[config.mk]
export PLATFORM = sky130hd
export DESIGN_NAME = exe_muldiv_flat
export DESIGN_NICKNAME = d
export VERILOG_FILES = /design/src/rtl/exe_pkg.sv /design/src/rtl/exe_muldiv_if.sv /design/src/rtl/exe_muldiv_iter.sv /design/src/rtl/exe_muldiv.sv /design/src/flat_wrapper.sv
export SDC_FILE = /design/constraint.sdc
export NUM_CORES = 1
export LEC_CHECK = 0
export ABC_AREA = 1
export CAP_MARGIN = 10
export CORE_ASPECT_RATIO = 0.7
export CORE_MARGIN = 2
export CORE_UTILIZATION = 40
export CTS_CLUSTER_DIAMETER = 200
export DETAILED_ROUTE_END_ITERATION = 16
export PLACE_DENSITY = 0.59
export SKIP_CTS_REPAIR_TIMING = 1
export SLEW_MARGIN = 30
export SYNTH_ARGS = -nofsm -noshare
export SYNTH_HDL_FRONTEND = slang
export SYNTH_HIERARCHICAL = 1
export SYNTH_SLANG_ARGS = --single-unit
[constraint.sdc]
create_clock -name clk -period 2.9 [get_ports clk]
set_input_delay 0.725 -clock clk [delete_from_list [all_inputs] [get_ports clk]]
set_output_delay 0.725 -clock clk [all_outputs]
set_load 0.02 [all_outputs]
[src/rtl/exe_pkg.sv]
// Shared encodings for the execute-stage multiply/divide unit.
package exe_pkg;

  localparam int XLEN_DEF = 32;

  localparam logic [2:0] OP_NOP   = 3'd0;
  localparam logic [2:0] OP_MULT  = 3'd1;
  localparam logic [2:0] OP_MULTU = 3'd2;
  localparam logic [2:0] OP_DIV   = 3'd3;
  localparam logic [2:0] OP_DIVU  = 3'd4;
  localparam logic [2:0] OP_MTHI  = 3'd5;
  localparam logic [2:0] OP_MTLO  = 3'd6;

  localparam logic [1:0] ST_IDLE = 2'd0;
  localparam logic [1:0] ST_MUL  = 2'd1;
  localparam logic [1:0] ST_DIV  = 2'd2;
  localparam logic [1:0] ST_FIN  = 2'd3;

endpackage

[src/rtl/exe_muldiv_if.sv]
// Request/response bundle between the pipeline controller and the mul/div unit.
interface exe_muldiv_if #(parameter int XLEN = 32) ();
  logic            in_valid;
  logic            in_ready;
  logic [2:0]      op;
  logic [XLEN-1:0] a;
  logic [XLEN-1:0] b;
  logic            flush;
  logic            busy;
  logic            done;
  logic [XLEN-1:0] hi;
  logic [XLEN-1:0] lo;

  modport master (output in_valid, op, a, b, flush,
                  input  in_ready, busy, done, hi, lo);
  modport slave  (input  in_valid, op, a, b, flush,
                  output in_ready, busy, done, hi, lo);
endinterface

[src/rtl/exe_muldiv_iter.sv]
// Bit-serial datapath: shift-add multiply or restoring divide on magnitudes,
// one step per enabled edge. acc/mq end up as {hi,lo} product or {rem,quo}.
module muldiv_iter #(
  parameter int XLEN = 32
) (
  input  logic            clk,
  input  logic            rst_n,
  input  logic            load,
  input  logic            step_mul,
  input  logic            step_div,
  input  logic [XLEN-1:0] a_mag,
  input  logic [XLEN-1:0] b_mag,
  output logic [XLEN-1:0] acc,
  output logic [XLEN-1:0] mq
);

  logic [XLEN-1:0] opnd;
  logic [XLEN:0]   sum;
  logic [XLEN:0]   shifted;
  logic [XLEN:0]   diff;

  always_comb begin
    sum     = {1'b0, acc} + {1'b0, opnd};
    shifted = {acc, mq[XLEN-1]};
    diff    = shifted - {1'b0, opnd};
  end

  always_ff @(posedge clk or negedge rst_n) begin
    if (!rst_n) begin
      acc  <= '0;
      mq   <= '0;
      opnd <= '0;
    end else if (load) begin
      acc  <= '0;
      mq   <= a_mag;
      opnd <= b_mag;
    end else if (step_mul) begin
      // Add multiplicand when the outgoing multiplier bit is set, then shift right.
      if (mq[0]) begin
        acc <= sum[XLEN:1];
        mq  <= {sum[0], mq[XLEN-1:1]};
      end else begin
        acc <= {1'b0, acc[XLEN-1:1]};
        mq  <= {acc[0], mq[XLEN-1:1]};
      end
    end else if (step_div) begin
      // A zero divisor always "fits": quotient becomes all ones, remainder the dividend.
      if (!diff[XLEN]) begin
        acc <= diff[XLEN-1:0];
        mq  <= {mq[XLEN-2:0], 1'b1};
      end else begin
        acc <= shifted[XLEN-1:0];
        mq  <= {mq[XLEN-2:0], 1'b0};
      end
    end
  end

endmodule

[src/rtl/exe_muldiv.sv]
// Multi-cycle MULT/MULTU/DIV/DIVU unit with architectural HI/LO and MTHI/MTLO.
module exe_muldiv
  import exe_pkg::*;
#(
  parameter int XLEN = XLEN_DEF
) (
  input  logic        clk,
  input  logic        rst_n,
  exe_muldiv_if.slave bus
);

  localparam int CNT_W = $clog2(XLEN) + 1;

  logic [1:0]        state;
  logic [CNT_W-1:0]  cnt;
  logic              md_div, neg_res, neg_rem, div_zero, done_q;
  logic [XLEN-1:0]   hi_q, lo_q;
  logic [XLEN-1:0]   acc, mq;

  logic              in_ready, accept, is_md, is_div, is_signed, a_neg, b_neg;
  logic [XLEN-1:0]   a_mag, b_mag;
  logic [2*XLEN-1:0] prod, prod_fix;
  logic [XLEN-1:0]   quo_fix, rem_fix;

  always_comb begin
    in_ready  = (state == ST_IDLE);
    accept    = bus.in_valid & in_ready & ~bus.flush;
    is_md     = (bus.op == OP_MULT) || (bus.op == OP_MULTU) ||
                (bus.op == OP_DIV)  || (bus.op == OP_DIVU);
    is_div    = (bus.op == OP_DIV)  || (bus.op == OP_DIVU);
    is_signed = (bus.op == OP_MULT) || (bus.op == OP_DIV);
    a_neg     = is_signed & bus.a[XLEN-1];
    b_neg     = is_signed & bus.b[XLEN-1];
    a_mag     = a_neg ? -bus.a : bus.a;
    b_mag     = b_neg ? -bus.b : bus.b;
    prod      = {acc, mq};
    prod_fix  = neg_res ? -prod : prod;
    quo_fix   = div_zero ? '1 : (neg_res ? -mq : mq);
    rem_fix   = neg_rem ? -acc : acc;
  end

  muldiv_iter #(.XLEN(XLEN)) u_iter (
    .clk      (clk),
    .rst_n    (rst_n),
    .load     (accept & is_md),
    .step_mul (state == ST_MUL),
    .step_div (state == ST_DIV),
    .a_mag    (a_mag),
    .b_mag    (b_mag),
    .acc      (acc),
    .mq       (mq)
  );

  always_ff @(posedge clk or negedge rst_n) begin
    if (!rst_n) begin
      state    <= ST_IDLE;
      cnt      <= '0;
      md_div   <= 1'b0;
      neg_res  <= 1'b0;
      neg_rem  <= 1'b0;
      div_zero <= 1'b0;
      done_q   <= 1'b0;
      hi_q     <= '0;
      lo_q     <= '0;
    end else begin
      done_q <= 1'b0;
      case (state)
        ST_IDLE: if (accept) begin
          if (bus.op == OP_MTHI) hi_q <= bus.a;
          if (bus.op == OP_MTLO) lo_q <= bus.a;
          if (is_md) begin
            md_div   <= is_div;
            neg_res  <= a_neg ^ b_neg;
            neg_rem  <= a_neg;
            div_zero <= is_div && (bus.b == '0);
            cnt      <= '0;
            state    <= is_div ? ST_DIV : ST_MUL;
          end
        end
        ST_MUL, ST_DIV: begin
          if (bus.flush) state <= ST_IDLE;
          else begin
            cnt <= cnt + CNT_W'(1);
            if (cnt == CNT_W'(XLEN - 1)) state <= ST_FIN;
          end
        end
        default: begin
          state <= ST_IDLE;
          if (!bus.flush) begin
            done_q <= 1'b1;
            if (md_div) begin
              hi_q <= rem_fix;
              lo_q <= quo_fix;
            end else begin
              hi_q <= prod_fix[2*XLEN-1:XLEN];
              lo_q <= prod_fix[XLEN-1:0];
            end
          end
        end
      endcase
    end
  end

  assign bus.in_ready = in_ready;
  assign bus.busy     = ~in_ready;
  assign bus.done     = done_q;
  assign bus.hi       = hi_q;
  assign bus.lo       = lo_q;

endmodule
[src/flat_wrapper.sv]
// flat-port wrapper written by rule: the top's interface ports become plain ports
module exe_muldiv_flat import exe_pkg::*;
#(
  parameter int XLEN = XLEN_DEF
)
  (clk, rst_n, bus_in_valid, bus_op, bus_a, bus_b, bus_flush, bus_in_ready, bus_busy, bus_done, bus_hi, bus_lo);
  exe_muldiv_if #(.XLEN(XLEN)) bus_i ();
  input  logic clk;
  input  logic rst_n;
  input wire logic [$bits(bus_i.in_valid)-1:0] bus_in_valid;
  input wire logic [$bits(bus_i.op)-1:0] bus_op;
  input wire logic [$bits(bus_i.a)-1:0] bus_a;
  input wire logic [$bits(bus_i.b)-1:0] bus_b;
  input wire logic [$bits(bus_i.flush)-1:0] bus_flush;
  output wire logic [$bits(bus_i.in_ready)-1:0] bus_in_ready;
  output wire logic [$bits(bus_i.busy)-1:0] bus_busy;
  output wire logic [$bits(bus_i.done)-1:0] bus_done;
  output wire logic [$bits(bus_i.hi)-1:0] bus_hi;
  output wire logic [$bits(bus_i.lo)-1:0] bus_lo;
  assign bus_i.in_valid = bus_in_valid;
  assign bus_i.op = bus_op;
  assign bus_i.a = bus_a;
  assign bus_i.b = bus_b;
  assign bus_i.flush = bus_flush;
  assign bus_in_ready = bus_i.in_ready;
  assign bus_busy = bus_i.busy;
  assign bus_done = bus_i.done;
  assign bus_hi = bus_i.hi;
  assign bus_lo = bus_i.lo;
  exe_muldiv #(.XLEN(XLEN)) u_core (.clk(clk), .rst_n(rst_n), .bus(bus_i));
endmodule
# Word-level counts from Yosys, hierarchy flattened
# Cells that the tools add are included.
# word_totals
wordCells	100
memories	0
rom_bits	0
ram_bits	0
out_inout_bits	67
ff_bits	173
latchBits	0
input_bits	71
# op_classes
n_div	0
n_addsub	8
reduce_logical	17
order_cmp	0
n_bitwise	9
eq_ne	16
multipliers	0
shift	0
n_mux	38
# op_table
operator	n
two-way mux 32 bit	22
negation 32 bit	4
one-hot mux 32 bit (2 select lines)	2
two-way mux 64 bit	1
negation 64 bit	1
adder 32 x 32 -> 33 bit	1
subtractor 33 x 32 -> 33 bit	1
logical NOT 32 bit	1
two-way mux 6 bit	3
one-hot mux 6 bit (2 select lines)	1
AND reduction 4 bit	3
two-way mux 2 bit	5
inequality test 2 bit, second input constant	5
== test 3 bit, second input constant	3
adder 6 x 1 -> 6 bit, second input constant	1
== test 3 x 2 -> 1 bit, second input constant	2
== test 6 x 5 -> 1 bit, second input constant	1
AND reduction 3 bit	2
bitwise AND 1 bit	5
logical OR 1 bit	5
one-hot mux 2 bit (2 select lines)	1
== test 3 x 1 -> 1 bit, second input constant	1
two-way mux 1 bit	3
inequality test 3 x 2 -> 1 bit, second input constant	1
11 further kinds	13

# Longest topological paths before layout
# Gate-level depths: netlist of the first run.
# depth
word_depth	7
ltp_mapped	20
mapped_depth_nobuf	19

# Cells and area by module
# Netlist of the first run, hierarchy kept.
# modules_own_cells
mod	instances	cells_per_inst	area_each_um2	seq_area_each_um2
muldiv_iter	1	1671	9808.2	2402.3
exe_muldiv	1	1332	8079.0	1926.8

# Least setup slack after synthesis of the first run
# Ideal clock, no wire load.
# synth_timing
path_type	register to register
start	register u_core.state[0]
end	register u_core.u_iter.acc[18]
setup_slack_ns	0.351
setup_time_ns	0.066
path_buffers	3
required_time_ns	2.834
arrival_ns	2.483
synth_period_minus_slack_ns	2.549
path_stages_with_launch	18
path_cell_list	dfrtp_1 inv_1 ha_1 buf_4 inv_2 nor3_2 nand2_2 inv_1 clkbuf_1 nor2_1 inv_1 nor2_1 nor2_1 inv_1 clkbuf_1 a21oi_1 nand2_1 nand2_1
# synth_via
elab_chain_len	5
word_cells_on_any_way	9
cone_classes	eq/ne: 2; mux: 2; bitwise: 3; reduce/logical: 2
# synth_rtl
item	line	source
from (decl)	exe_muldiv.sv:14	logic [1:0] state;
from (signal assigned)	exe_muldiv.sv:77	state <= is_div ? ST_DIV : ST_MUL;
logical NOT 2 bit (*)	exe_muldiv.sv:26	in_ready = (state == ST_IDLE);
net bus_in_ready	flat_wrapper.sv:15	output wire logic [$bits(bus_i.in_ready)-1:0] bus_in_ready;
bitwise AND 1 bit (*) (2 in series)	exe_muldiv.sv:27	accept = bus.in_valid & in_ready & ~bus.flush;
bitwise AND 1 bit (*)	exe_muldiv.sv:45	.load (accept & is_md),
nonzero test 3 bit (no line) / two-way mux 32 bit (equally long branches)	--	
to (signal assigned)	exe_muldiv_iter.sv:43	acc <= {1'b0, acc[XLEN-1:1]};
to (signal assigned)	exe_muldiv_iter.sv:49	acc <= diff[XLEN-1:0];
to (signal assigned)	exe_muldiv_iter.sv:52	acc <= shifted[XLEN-1:0];
to (decl)	exe_muldiv_iter.sv:13	output logic [XLEN-1:0] acc,
# Mark *: on every way through the listed nets, which the timed path passes. The rest lies on a longest branch.
# A chain may end at the register's enable or synchronous reset.

# Worst setup path after layout of the first run
# layout_timing
start	register u_core.u_iter.opnd[22]
end	register u_core.u_iter.acc[27]
# layout_via
elab_chain_len	5
word_cells_on_any_way	7
cone_classes	add/sub: 2; mux: 5
# layout_rtl
item	line	source
from (decl)	exe_muldiv_iter.sv:17	logic [XLEN-1:0] opnd;
from (signal assigned)	exe_muldiv_iter.sv:36	opnd <= b_mag;
subtractor 33 x 32 -> 33 bit	exe_muldiv_iter.sv:25	diff = shifted - {1'b0, opnd};
two-way mux 32 bit	exe_muldiv_iter.sv:48	if (!diff[XLEN]) begin
two-way mux 32 bit	exe_muldiv_iter.sv:46	end else if (step_div) begin
two-way mux 32 bit (*)	exe_muldiv_iter.sv:37	end else if (step_mul) begin
two-way mux 32 bit (*)	exe_muldiv_iter.sv:33	end else if (load) begin
to (signal assigned)	exe_muldiv_iter.sv:40	acc <= sum[XLEN:1];
to (signal assigned)	exe_muldiv_iter.sv:49	
to (signal assigned)	exe_muldiv_iter.sv:52	
# Every way passes the cells marked *; elsewhere a longest branch is shown, timed or not. The select of a mux whose other input is x is not followed.

==> reports/summary.txt, run 1 <==
Slew HR -> 47.5%
Seq pwr share -> 15.6%
Critical Path, Cell by Cell -> inv_1 > ha_1 > nand2_1 > nor2_1 > and2_1 > and2_1 > nand2_1 > nand2_1 > nand2_1 > nand2_1 > nand2_1 > nand2_1 > nand2_1 > nand3_1 > nand2_1
Clock Tree Buf Depth -> 2
count of final setup violators -> 0
status -> completed
crit end category -> flip-flop
drt total wl -> 84.0 mm
Critical Path Stages -> 15
final worst slack -> 0.163 ns
share of cells above drive strength 1 -> 9.89%
DR pass1 iterations -> 7
library cells used by synthesis -> 54
total power -> 0.0328 W
number of synthesized register bits -> 173
Layout Cells excl Fill -> 3,822
asr flop ratio synth -> 100%
initial antenna violation count -> 1
Final min period -> 2.74 ns
Hold WS -> 0.182 ns
most used cell, CP -> nand2_1
Area Growth Syn to Fin -> 20.0%
static leakage -> 10.8 nW
Post-Syn Area -> 17,900 um2
drt drc -> 0
critical path arrival -> 3.10 ns
final net count -> 3,361
clock skew -> 0.0201 ns
unrepaired setup endpoints after global routing -> no
I/O Buffers -> 137
CP bufs+invs -> 1
Worst Tran Pin Value -> 0.787 ns
Synth area leaders -> dfrtp_1, nand2_1, nor2_1, inv_1, a21oi_1
CTS Buf Count -> 17
power density cells -> 1530 nW/um2
vias in the first global route -> 18,960
Core Region -> 43,900 um2
first-pass GRT wire length -> 124 mm
clock root buffer -> clkbuf_16
post-synthesis average cell area -> 5.96 um2
drt wl/cell -> 22.0 um
Die Span Y -> 181 um
slowest stage delay, CP -> 0.55 ns
Row Count -> 64
HP Class -> in -> async
switching share of power -> 59.8%
post-synthesis cell count -> 3,003
Yosys top cell by area -> dfrtp_1
Routability Congestion -> 1.05
grt ovf -> 0
Max Freq -> 0.365 GHz
Reg2Reg Depth -> 15
part of the cycle the worst path needs -> 94.4%
part of the power in the clock network -> 7.6%
htree depth -> 4
Final Util -> 48.9%
DP Worst Slack -> -0.0445 ns
Yosys warning total -> 6
Logic pwr share -> 76.8%
Yosys top cell area share -> 24.2%
P_sw -> 0.0196 W
gr usage total -> 35.8%
CP Launch Type -> flip-flop
clk slew on worst S/H paths -> 0.09 ns
largest net degree at the start of global routing -> 64
max-slew violations -> 0
Vias/cell -> 5.55
worst skew pair latency -> 0.48 ns
ANT nets after route -> 0
DP HPWL -> 68.1 mm
syn_nets -> 3,150
Worst EP required -> 3.26 ns
Initial DRC Count -> 2,902
Ports -> 138
register area share after synthesis -> 24.2%
delay-heaviest family, CP -> simple AND/OR/NAND/NOR gates
Final Hold Fails -> 0
Slowest-stage cell, CP -> dfrtp_1
Max Cap Viol -> 0
Num Clock Sinks -> 173
Peak VDD IR -> 0.927 mV
initial core utilization -> 40.8%
P_int -> 0.0132 W
prevailing post-synth register cell -> dfrtp_1
Post-synth EDFFs -> 0
CP Class -> reg -> reg
total number of vias -> 21,205
CP Max Fanout -> 5
die area -> 46,500 um2
die width -> 257 um
placed insts -> 3,789
CTS tree -> done
==> cells in the mapped netlist, types with 8 or more instances <==
| master | count |
|---|---|
| nand3b_1 | 19 |
| o21ai_1 | 16 |
| and2_1 | 9 |
| ha_1 | 74 |
| inv_2 | 19 |
| xnor2_1 | 25 |
| nand2_2 | 17 |
| a21oi_1 | 255 |
| nand2_1 | 905 |
| nand4_1 | 23 |
| xor2_1 | 54 |
| a21o_1 | 9 |
| nor3_1 | 54 |
| nor2_4 | 10 |
| nor2_2 | 16 |
| clkbuf_1 | 54 |
| nor2_1 | 368 |
| o211ai_1 | 11 |
| o21ai_0 | 148 |
| buf_2 | 30 |
| nand3_1 | 247 |
| inv_1 | 347 |
| buf_1 | 8 |
| or2_2 | 21 |
| dfrtp_1 | 173 |
==> power by group through the flow <==
stage	clock network, W	logic (W)	registers, W
after floorplan	0	0.0148	0.00523
after global placement	0	0.0241	0.00504
after detailed placement	0	0.0242	0.00506
after CTS	0.00253	0.0244	0.00502
after global routing	0.00262	0.0275	0.00520
final	0.00250	0.0252	0.00511
==> cell usage in the layout (no fill, tap or decap), types with 6 or more instances in the layout <==
cell type / Yosys / final
nand2_1: 905 / 903
nor2_1: 368 / 366
inv_1: 347 / 346
a21oi_1: 255 / 255
nand3_1: 247 / 247
dfrtp_1: 173 / 172
o21ai_0: 148 / 148
buf_4: 4 / 144
clkdlybuf4s50_1: 0 / 135
ha_1: 74 / 72
nor3_1: 54 / 54
xor2_1: 54 / 54
xnor2_1: 25 / 25
nand4_1: 23 / 23
or2_2: 21 / 21
inv_2: 19 / 19
nand3b_1: 19 / 19
nand2_2: 17 / 19
clkbuf_16: 0 / 17
nor2_2: 16 / 17
o21ai_1: 16 / 16
nor2_4: 10 / 11
o211ai_1: 11 / 11
buf_12: 0 / 11
and2_1: 9 / 9
a21o_1: 9 / 9
nor3_2: 7 / 7
o31ai_1: 7 / 7
o21bai_1: 7 / 7
nand3_2: 6 / 6
nand2_4: 6 / 6
==> state kept, by name (all words and copies together) (netlist names) <==
signal / cells
u_core/u_iter/opnd: 32
u_core/bus.lo: 32
u_core/cnt: 6
u_core/neg_res: 1
u_core/bus.done: 1
u_core/state: 2
u_core/div_zero: 1
u_core/neg_rem: 1
u_core/md_div: 1
u_core/u_iter/mq: 32
u_core/bus.hi: 32
u_core/u_iter/acc: 32
==> cells by family (layout without fill, tap and decap cells) <==
logic type / Yosys count / in the layout / synth area share [%]
mux: 1 / 1 / 0.0630
fa+ha+maj: 76 / 76 / 5.40
simple gates: 1720 / 1720 / 41.3
other cells: 0 / 1 / 0
xor+xnor: 79 / 79 / 3.87
flops: 173 / 173 / 24.2
compound gates: 485 / 485 / 14.8
buf+inv: 469 / 693 / 10.3
==> per-layer routing <==
metal	global-route usage, %	up-vias	wire length (um)
met5	1.54	-	96
met4	5.60	2	962
met3	14.4	64	12400
met2	41.9	1151	28400
met1	58.5	9913	42100
li1	-	10075	-
==> final timing paths <==
check | startpoint | endpoint | slack, ns
worst max-delay path | u_core/u_iter/opnd[22] | u_core/u_iter/acc[27] | 0.16
worst max register to register | u_core/u_iter/opnd[22] | u_core/u_iter/acc[27] | 0.16
worst min-delay path | rst_n | u_core/bus.lo[5] | 0.18
worst min register to register | u_core/bus.lo[30] | u_core/bus.lo[30] | 0.49
max in group asynchronous | rst_n | u_core/u_iter/mq[1] | 1.94
min in group clk | u_core/bus.lo[30] | u_core/bus.lo[30] | 0.49
==> metrics by stage <==
stage | area (um2) | setup TNS [ns]
after floorplan | 17900 | 0
after global placement | 20900 | -0.0208
after CTS | 21500 | -0.0172
final | 21500 | 0
after detailed placement | 20900 | -0.147
after global routing | 21500 | 0
==> area by class of cell <==
class | count | area, um2
clock buffers | 17 | 425
inverters | 369 | 1390
diodes | 1 | 2.50
fillers | 4740 | 22400
clock inverters | 15 | 168
well taps | 594 | 743
repair buffers | 292 | 2680
flip-flops and latches | 173 | 4330
multi-input cells | 2361 | 11700
Power figures use the tool's default switching activity.
==> run 2, diff against run 1 <==
Settings changed: SETUP_SLACK_MARGIN set to 0.15.
==> reports/summary.txt, run 2 (synthesis results as in run 1) <==
CP Launch Type -> flip-flop (unchanged)
commonest cells after routing, fill and taps aside -> nand2_1, nor2_1, inv_1 (unchanged)
Slew HR -> 46.0% (was 47.5%)
critical path arrival -> 3.05 ns (was 3.10 ns)
Ports -> 138 (unchanged)
Row Count -> 64 (unchanged)
power density cells -> 1530 nW/um2 (about the same)
most used cell, CP -> nor2_1 (was nand2_1)
final net count -> 3,363 (was 3,361)
Peak VDD IR -> 0.919 mV (was 0.927 mV)
Final Hold Fails -> 0 (unchanged)
DR pass1 iterations -> 6 (was 7)
Routability Congestion -> 1.05 (unchanged)
total number of vias -> 21,289 (was 21,205)
Critical R2R Launch -> u_core/u_iter/mq[1] (was u_core/u_iter/opnd[22])
max-slew violations -> 0 (unchanged)
ANT nets after route -> 0 (unchanged)
Worst EP required -> 3.30 ns (was 3.26 ns)
Core Region -> 43,900 um2 (unchanged)
vias in the first global route -> 18,960 (unchanged)
HP Class -> in -> async (unchanged)
htree depth -> 4 (unchanged)
drt wl/cell -> 22.0 um (about the same)
initial antenna violation count -> 1 (unchanged)
Final min period -> 2.66 ns (was 2.74 ns)
Clock Tree Buf Depth -> 2 (unchanged)
part of the cycle the worst path needs -> 91.6% (was 94.4%)
clock skew -> 0.0196 ns (was 0.0201 ns)
Area Growth Syn to Fin -> 20.6% (was 20.0%)
Num Clock Sinks -> 173 (unchanged)
Worst Tran Pin Value -> 0.809 ns (was 0.787 ns)
grt ovf -> 0 (unchanged)
CP bufs+invs -> 1 (unchanged)
share of cells above drive strength 1 -> 10.7% (was 9.89%)
CTS Buf Count -> 17 (unchanged)
clock root buffer -> clkbuf_16 (unchanged)
CP Max Fanout -> 5 (unchanged)
static leakage -> 10.8 nW (about the same)
Max Cap Viol -> 0 (unchanged)
delay-heaviest family, CP -> simple AND/OR/NAND/NOR gates (unchanged)
die area -> 46,500 um2 (unchanged)
diodes inserted -> 0 (was 1)
drt total wl -> 84.0 mm (about the same)
die width -> 257 um (unchanged)
first-pass GRT wire length -> 124 mm (unchanged)
crit end category -> flip-flop (unchanged)
DP HPWL -> 68.1 mm (unchanged)
Max Freq -> 0.376 GHz (was 0.365 GHz)
Vias/cell -> 5.57 (was 5.55)
Critical Path Stages -> 12 (was 15)
status -> completed (unchanged)
slowest stage delay, CP -> 0.42 ns (was 0.55 ns)
drt drc -> 0 (unchanged)
clk slew on worst S/H paths -> 0.09 ns (about the same)
Die Span Y -> 181 um (unchanged)
Critical Path, Cell by Cell -> inv_1 > ha_1 > nand3_2 > nor2_2 > nand2_1 > nor2_1 > nor2_1 > nor2_1 > nor2_1 > nand2_1 > nand3_1 > a21oi_1 (was inv_1 > ha_1 > nand2_1 > nor2_1 > and2_1 > and2_1 > nand2_1 > nand2_1 > nand2_1 > nand2_1 > nand2_1 > nand2_1 > nand2_1 > nand3_1 > nand2_1)
worst skew pair latency -> 0.48 ns (about the same)
unrepaired setup endpoints after global routing -> yes (was no)
Initial DRC Count -> 3,006 (was 2,902)
Reg2Reg Depth -> 12 (was 15)
Final Util -> 49.2% (was 48.9%)
initial core utilization -> 40.8% (unchanged)
largest net degree at the start of global routing -> 64 (unchanged)
count of final setup violators -> 0 (unchanged)
crit path launch -> u_core/u_iter/mq[1] (was u_core/u_iter/opnd[22])
I/O Buffers -> 137 (unchanged)
CTS tree -> done (unchanged)
CP Class -> reg -> reg (unchanged)
Slowest-stage cell, CP -> dfrtp_1 (unchanged)
gr usage total -> 35.8% (unchanged)
most common cell after layout, fill and taps aside -> nand2_1 (unchanged)
setup tns final -> 0 ns (unchanged)
[run 2: layer usage]
layer  up-vias  wire length (um)  global-route usage [%]
met2      1149             28500                    41.9
met3        64             12500                    14.4
met5         -                96                    1.54
li1      10064                 -                       -
met4         2               984                    5.60
met1     10010             42000                    58.5
[run 2: per-stage QoR]
step                total power (W)  worst slack (ns)  area [um2]  instances  hold WS (ns)
global placement             0.0292           -0.0126       20900       3789         0.470
global route                 0.0356            0.0717       21600       3823         0.206
CTS                          0.0319           -0.0172       21500       3821         0.183
floorplan                    0.0201             0.351       17900       3003         0.429
finish                       0.0330             0.244       21600       3823         0.181
detailed placement           0.0293           -0.0445       20900       3789         0.480
[run 2: where the power goes]
part / internal (W) / total, W / switching, W
Combinational: 0.00851 / 0.0254 / 0.0169
Clock: 0.00117 / 0.00250 / 0.00133
Sequential: 0.00364 / 0.00513 / 0.00149
[run 2: cell type report]
| class | instances | area, um2 |
|---|---|---|
| fill | 4724 | 22300 |
| multi-input combinational | 2361 | 11800 |
| sequential | 173 | 4340 |
| timing repair buffer | 294 | 2710 |
| inverter | 369 | 1390 |
| tap | 594 | 743 |
| clock buffer | 17 | 425 |
| clock inverter | 15 | 168 |
[run 2: path summary, 6_finish.rpt]
path,end,slack (ns)
worst max-delay path,u_core/bus.hi[6],0.24
worst min-delay path,u_core/bus.lo[5],0.18
worst max register to register,u_core/bus.hi[6],0.24
worst min register to register,u_core/bus.lo[30],0.49
max in group asynchronous,u_core/u_iter/mq[1],1.95
min in group clk,u_core/bus.lo[30],0.49
